**src/rtl/seq_multiplier_pkg.sv**
```systemverilog
// Shared constants for the seq_multiplier block: state encoding and the
// default operand/product widths used alongside the A/B/O register file.
package seq_multiplier_pkg;

    localparam int DEFAULT_INPUT_WIDTH  = 4;
    localparam int DEFAULT_OUTPUT_WIDTH = 8;

    typedef enum logic [1:0] {
        IDLE = 2'b00,
        RUN  = 2'b01,
        DONE = 2'b10
    } state_t;

endpackage

```
**src/rtl/seq_multiplier_datapath.sv**
```systemverilog
// Shift-and-add datapath: accumulator, shifting multiplicand/multiplier and
// step counter, driven by load/step controls from the seq_multiplier FSM.
module mult_datapath
    import seq_multiplier_pkg::*;
#(
    parameter int INPUT_WIDTH  = DEFAULT_INPUT_WIDTH,
    parameter int OUTPUT_WIDTH = DEFAULT_OUTPUT_WIDTH
) (
    input  logic                    clk,
    input  logic                    reset,
    input  logic                    load,
    input  logic                    step,
    input  logic [INPUT_WIDTH-1:0]  a_in,
    input  logic [INPUT_WIDTH-1:0]  b_in,
    output logic [OUTPUT_WIDTH-1:0] acc,
    output logic                    last_step
);

    localparam int CNT_WIDTH = (INPUT_WIDTH > 1) ? $clog2(INPUT_WIDTH) : 1;

    logic [OUTPUT_WIDTH-1:0] mcand;
    logic [INPUT_WIDTH-1:0]  mplier;
    logic [CNT_WIDTH-1:0]    cnt;

    // Each step consumes one multiplier bit; acc holds between transactions.
    always_ff @(posedge clk) begin
        if (reset) begin
            acc    <= '0;
            mcand  <= '0;
            mplier <= '0;
            cnt    <= '0;
        end else if (load) begin
            acc    <= '0;
            mcand  <= {{(OUTPUT_WIDTH-INPUT_WIDTH){1'b0}}, a_in};
            mplier <= b_in;
            cnt    <= '0;
        end else if (step) begin
            if (mplier[0]) begin
                acc <= acc + mcand;
            end
            mcand  <= mcand << 1;
            mplier <= mplier >> 1;
            cnt    <= cnt + CNT_WIDTH'(1);
        end
    end

    assign last_step = (cnt == CNT_WIDTH'(INPUT_WIDTH-1));

endmodule

```
**src/rtl/seq_multiplier.sv**
```systemverilog
// Sequential unsigned multiplier: accepts A/B on start, iterates one partial
// product per cycle, then pulses done to load the product into the O register.
module seq_multiplier
    import seq_multiplier_pkg::*;
#(
    parameter int INPUT_WIDTH  = DEFAULT_INPUT_WIDTH,
    parameter int OUTPUT_WIDTH = DEFAULT_OUTPUT_WIDTH
) (
    input  logic                    clk,
    input  logic                    reset,
    input  logic                    start,
    input  logic [INPUT_WIDTH-1:0]  a_in,
    input  logic [INPUT_WIDTH-1:0]  b_in,
    output logic                    busy,
    output logic                    done,
    output logic [OUTPUT_WIDTH-1:0] product
);

    generate
        if (OUTPUT_WIDTH != 2*INPUT_WIDTH) begin : g_width_check
            $error("seq_multiplier: OUTPUT_WIDTH must equal 2*INPUT_WIDTH");
        end
    endgenerate

    state_t state;
    logic   load;
    logic   step;
    logic   last_step;

    assign load = (state == IDLE) && start;
    assign step = (state == RUN);

    mult_datapath #(
        .INPUT_WIDTH (INPUT_WIDTH),
        .OUTPUT_WIDTH(OUTPUT_WIDTH)
    ) u_datapath (
        .clk      (clk),
        .reset    (reset),
        .load     (load),
        .step     (step),
        .a_in     (a_in),
        .b_in     (b_in),
        .acc      (product),
        .last_step(last_step)
    );

    // busy and done are registered alongside the state so they track it exactly.
    always_ff @(posedge clk) begin
        if (reset) begin
            state <= IDLE;
            busy  <= 1'b0;
            done  <= 1'b0;
        end else begin
            case (state)
                IDLE: begin
                    done <= 1'b0;
                    if (start) begin
                        state <= RUN;
                        busy  <= 1'b1;
                    end
                end
                RUN: begin
                    if (last_step) begin
                        state <= DONE;
                        done  <= 1'b1;
                    end
                end
                DONE: begin
                    state <= IDLE;
                    busy  <= 1'b0;
                    done  <= 1'b0;
                end
                default: begin
                    state <= IDLE;
                    busy  <= 1'b0;
                    done  <= 1'b0;
                end
            endcase
        end
    end

endmodule

```
**config.mk**
```make
export PLATFORM = sky130hd
export DESIGN_NAME = seq_multiplier
export DESIGN_NICKNAME = d
export VERILOG_FILES = /design/src/rtl/seq_multiplier_pkg.sv /design/src/rtl/seq_multiplier_datapath.sv /design/src/rtl/seq_multiplier.sv
export SDC_FILE = /design/constraint.sdc
export NUM_CORES = 1
export LEC_CHECK = 0
export CELL_PAD_IN_SITES_DETAIL_PLACEMENT = 2
export CELL_PAD_IN_SITES_GLOBAL_PLACEMENT = 2
export CORE_MARGIN = 3
export CORE_UTILIZATION = 37
export CTS_CLUSTER_DIAMETER = 50
export DETAILED_ROUTE_END_ITERATION = 12
export DONT_BUFFER_PORTS = 1
export GPL_ROUTABILITY_DRIVEN = 0
export PLACE_DENSITY_LB_ADDON = 0.1
export SETUP_SLACK_MARGIN = 0.5
export SYNTH_ARGS = -nofsm -noshare
export SYNTH_HDL_FRONTEND = slang
export SYNTH_HIERARCHICAL = 1
export SYNTH_SLANG_ARGS = --single-unit
```
**constraint.sdc**
```tcl
create_clock -name clk -period 2.1 [get_ports clk]
set_clock_uncertainty 0.05 [all_clocks]
set_input_delay 0 -clock clk [delete_from_list [all_inputs] [get_ports clk]]
set_output_delay 0 -clock clk [all_outputs]
set_load 0.005 [all_outputs]
```
==> out/metrics.yaml <==
clocking:
  cts_tree: "built"
  path_clk_slew_ps: 170
  cts_max_level: 1
  cts_sinks: 26
  root_buffer: "clkbuf_4"
  cts_buffer_depth: 2
  clock_latency_ps: 350
  cts_buffers: 3
route:
  drc: 0
  wl_per_cell_um: 19.60
  firstDrtPassIters: 4
  antenna_left: 0
  drt_wl_total_um: 4097
  vias: 1146
  via_per_inst: 5.483
  drtIter0Drc: 39
synthesis:
  netlist_instances: 149
  synth_edf_count: 0
  async_reset_ff_frac: 0
  syn_avg_cell_area_um2: 8.977
  yosysWarnings: 6
  synth_flop_cell: "dfxtp_1"
  syn_nets: 169
  synth_seq_cells: 26
  ys_types: 42
  ys_seq_area_frac: 0.3891
  mappedNetlistArea_mm2: 0.001338
final_layout:
  drive_gt1_frac: 0.3006
  nFillCells: 361
  nNetsFinal: 184
  syn2layout_area_growth_pct: 29.09
  n_antenna_cell: 0
  multi_input_area_um2: 895.9
  design_area_mm2: 0.001727
  seq_area_um2: 538.0
timing:
  setup_tns_ps: 0
  finalSetupViolCount: 0
  clock.fmax_mhz: 571.4
  whs_ps: 283.0
  setup_ws_ps: 349.9
  rsz0062_at_grt: "yes"
  worst_pin_slew_ps: 641.1
  maxSlewHeadroom: 0.5712
  slew_violations: 0
  fin_crit_sh: 0.8334
  hold_violations: 0
  period_needed_ps: 1750
placement:
  hpwl_um: 2499
  pre_cts_ws_ps: 220.5
  numPortBuffers: 0
  dpl_cell_area_mm2: 0.001413
die:
  chipWidth_um: 66.13
  start_util: 0.3916
  die-area_mm2: 0.004373
  pin_count: 21
  chipHeight_um: 66.13
  core_mm2: 0.003416
  rows: 21
worst_setup_path:
  cp-start-kind: "flop"
  cp-end-kind: "flop"
  critical_path_arrival_ps: 1970
  required_ps: 2320
  path_class: "flop to flop"
  reg2regPathDepth: 8
  r2r_setup_slack_ps: 350
  cp_max_fo: 3
power:
  leakagePower_nw: 0.5980
  switching_share: 0.2665
  internal-power_uw: 768.6
  p_per_area_mw_per_mm2: 606.8
  clock_power_share: 0.364
  p_seq_frac: 0.500
  p_comb_frac: 0.136
  switchingPower_uw: 279.2
  peakVddDrop_mv: 0.2865
worst_hold_path:
  hold_class: "primary input to flop"
  hold_depth: 3
global_route:
  grt_max_degree: 17
  track_usage: 0.1964
  grt_pass1_vias: 1329
  overflow: 0
  antenna_found_initial: 0
  grt_pass1_wl_um: 6417
run_status:
  status: "finished, final reports clean"
run:
  cap_violations: 0
cells in the final DEF, fill, tap and decap left out, types with 3 or more instances in the layout:
cell           instances
buf_4                  5
nand2_1                7
mux2i_1               11
a21oi_1               13
ha_4                   6
clkbuf_4               3
nor2_1                24
nor3b_1                3
dlygate4sd3_1         10
inv_1                  5
dfxtp_1               14
dfxtp_2               11
synthesized netlist by cell type, drive strengths merged (3+ instances only):
master | n | area, um^2
inv | 6 | 22.52
nor3 | 3 | 15.01
nor2 | 25 | 93.84
a211oi | 4 | 45.05
ha | 8 | 100.1
mux2i | 11 | 110.1
dfxtp | 26 | 520.5
buf | 6 | 31.28
o21ai | 3 | 15.01
nand2 | 8 | 30.03
nor3b | 4 | 35.03
a21oi | 15 | 78.83
power by group through the flow:
| stage | logic (mW) | clock network (mW) | registers, mW |
|---|---|---|---|
| after floorplan | 0.0874 | 0 | 0.530 |
| after global placement | 0.100 | 0 | 0.533 |
| after detailed placement | 0.105 | 0 | 0.535 |
| after CTS | 0.131 | 0.386 | 0.523 |
| after global routing | 0.155 | 0.412 | 0.527 |
| final | 0.142 | 0.381 | 0.524 |
registers in the layout, summed over array words and instances, names as in the netlist:
signal and flops:
u_datapath/acc 8, u_datapath/mcand 8, u_datapath/mplier 4, state 2, u_datapath/cnt 2, busy 1, done 1
cell type report:
cell class	instances	share of cell area
Multi-Input combinational cell	110	0.5188
Clock inverter	1	0.01739
Tap cell	46	0.03333
Sequential cell	26	0.3116
Inverter	6	0.01304
Clock buffer	3	0.01304
Timing Repair Buffer	17	0.09275
logic make-up (layout without fill, tap and decap cells):
group                      Yosys count  count (layout)  share of synthesized area
and+or+nand+nor                     55              55                     0.2161
muxes                               11              11                    0.08232
buffers and inverters               13              27                    0.04303
adders and majority gates            9               9                    0.08981
xor gates and xnor gates             2               2                    0.01310
AOI/OAI and AO/OA                   33              33                     0.1665
DFF                                 26              26                     0.3891
worst max-delay path: stages, from the launching register on:
cell and delay [ps]:
dfxtp_4 410, ha_4 130, inv_2 40, fa_2 360, nor2b_4 140, o21ai_2 80, a21boi_2 220, o31ai_2 90
and2_1 170
path summary, 6_finish.rpt:
| check | endpoint | start |
|---|---|---|
| worst max-delay path | u_datapath/acc[4] | u_datapath/acc[0] |
| worst min-delay path | u_datapath/mplier[1] | b_in[1] |
| worst max register to register | u_datapath/acc[4] | u_datapath/acc[0] |
| worst min register to register | busy | busy |
repair_timing:
action,CTS,global route
setup endpoints to repair,4,9
setup buffers,2,2
gates resized for setup,14,16
pin swaps,6,2
endpoints found under the hold margin,26,0
hold buffers,10,0
metrics by stage:
stage | utilization | total power [mW] | cells
global placement | 0.4136 | 0.6338 | 191
CTS | 0.4842 | 1.040 | 207
floorplan | - | 0.6173 | 149
finish | 0.5055 | 1.048 | 209
global route | 0.5055 | 1.094 | 209
detailed placement | 0.4136 | 0.6400 | 191
layer usage:
metal,vias up,GRT usage,share of wire
met5,-,0,0
met4,0,0.08376,0.022
met3,7,0.03231,0.022
met2,16,0.3383,0.51
met1,575,0.2385,0.45
li1,548,-,-
No activity file was read; power rests on OpenSTA's default activity.
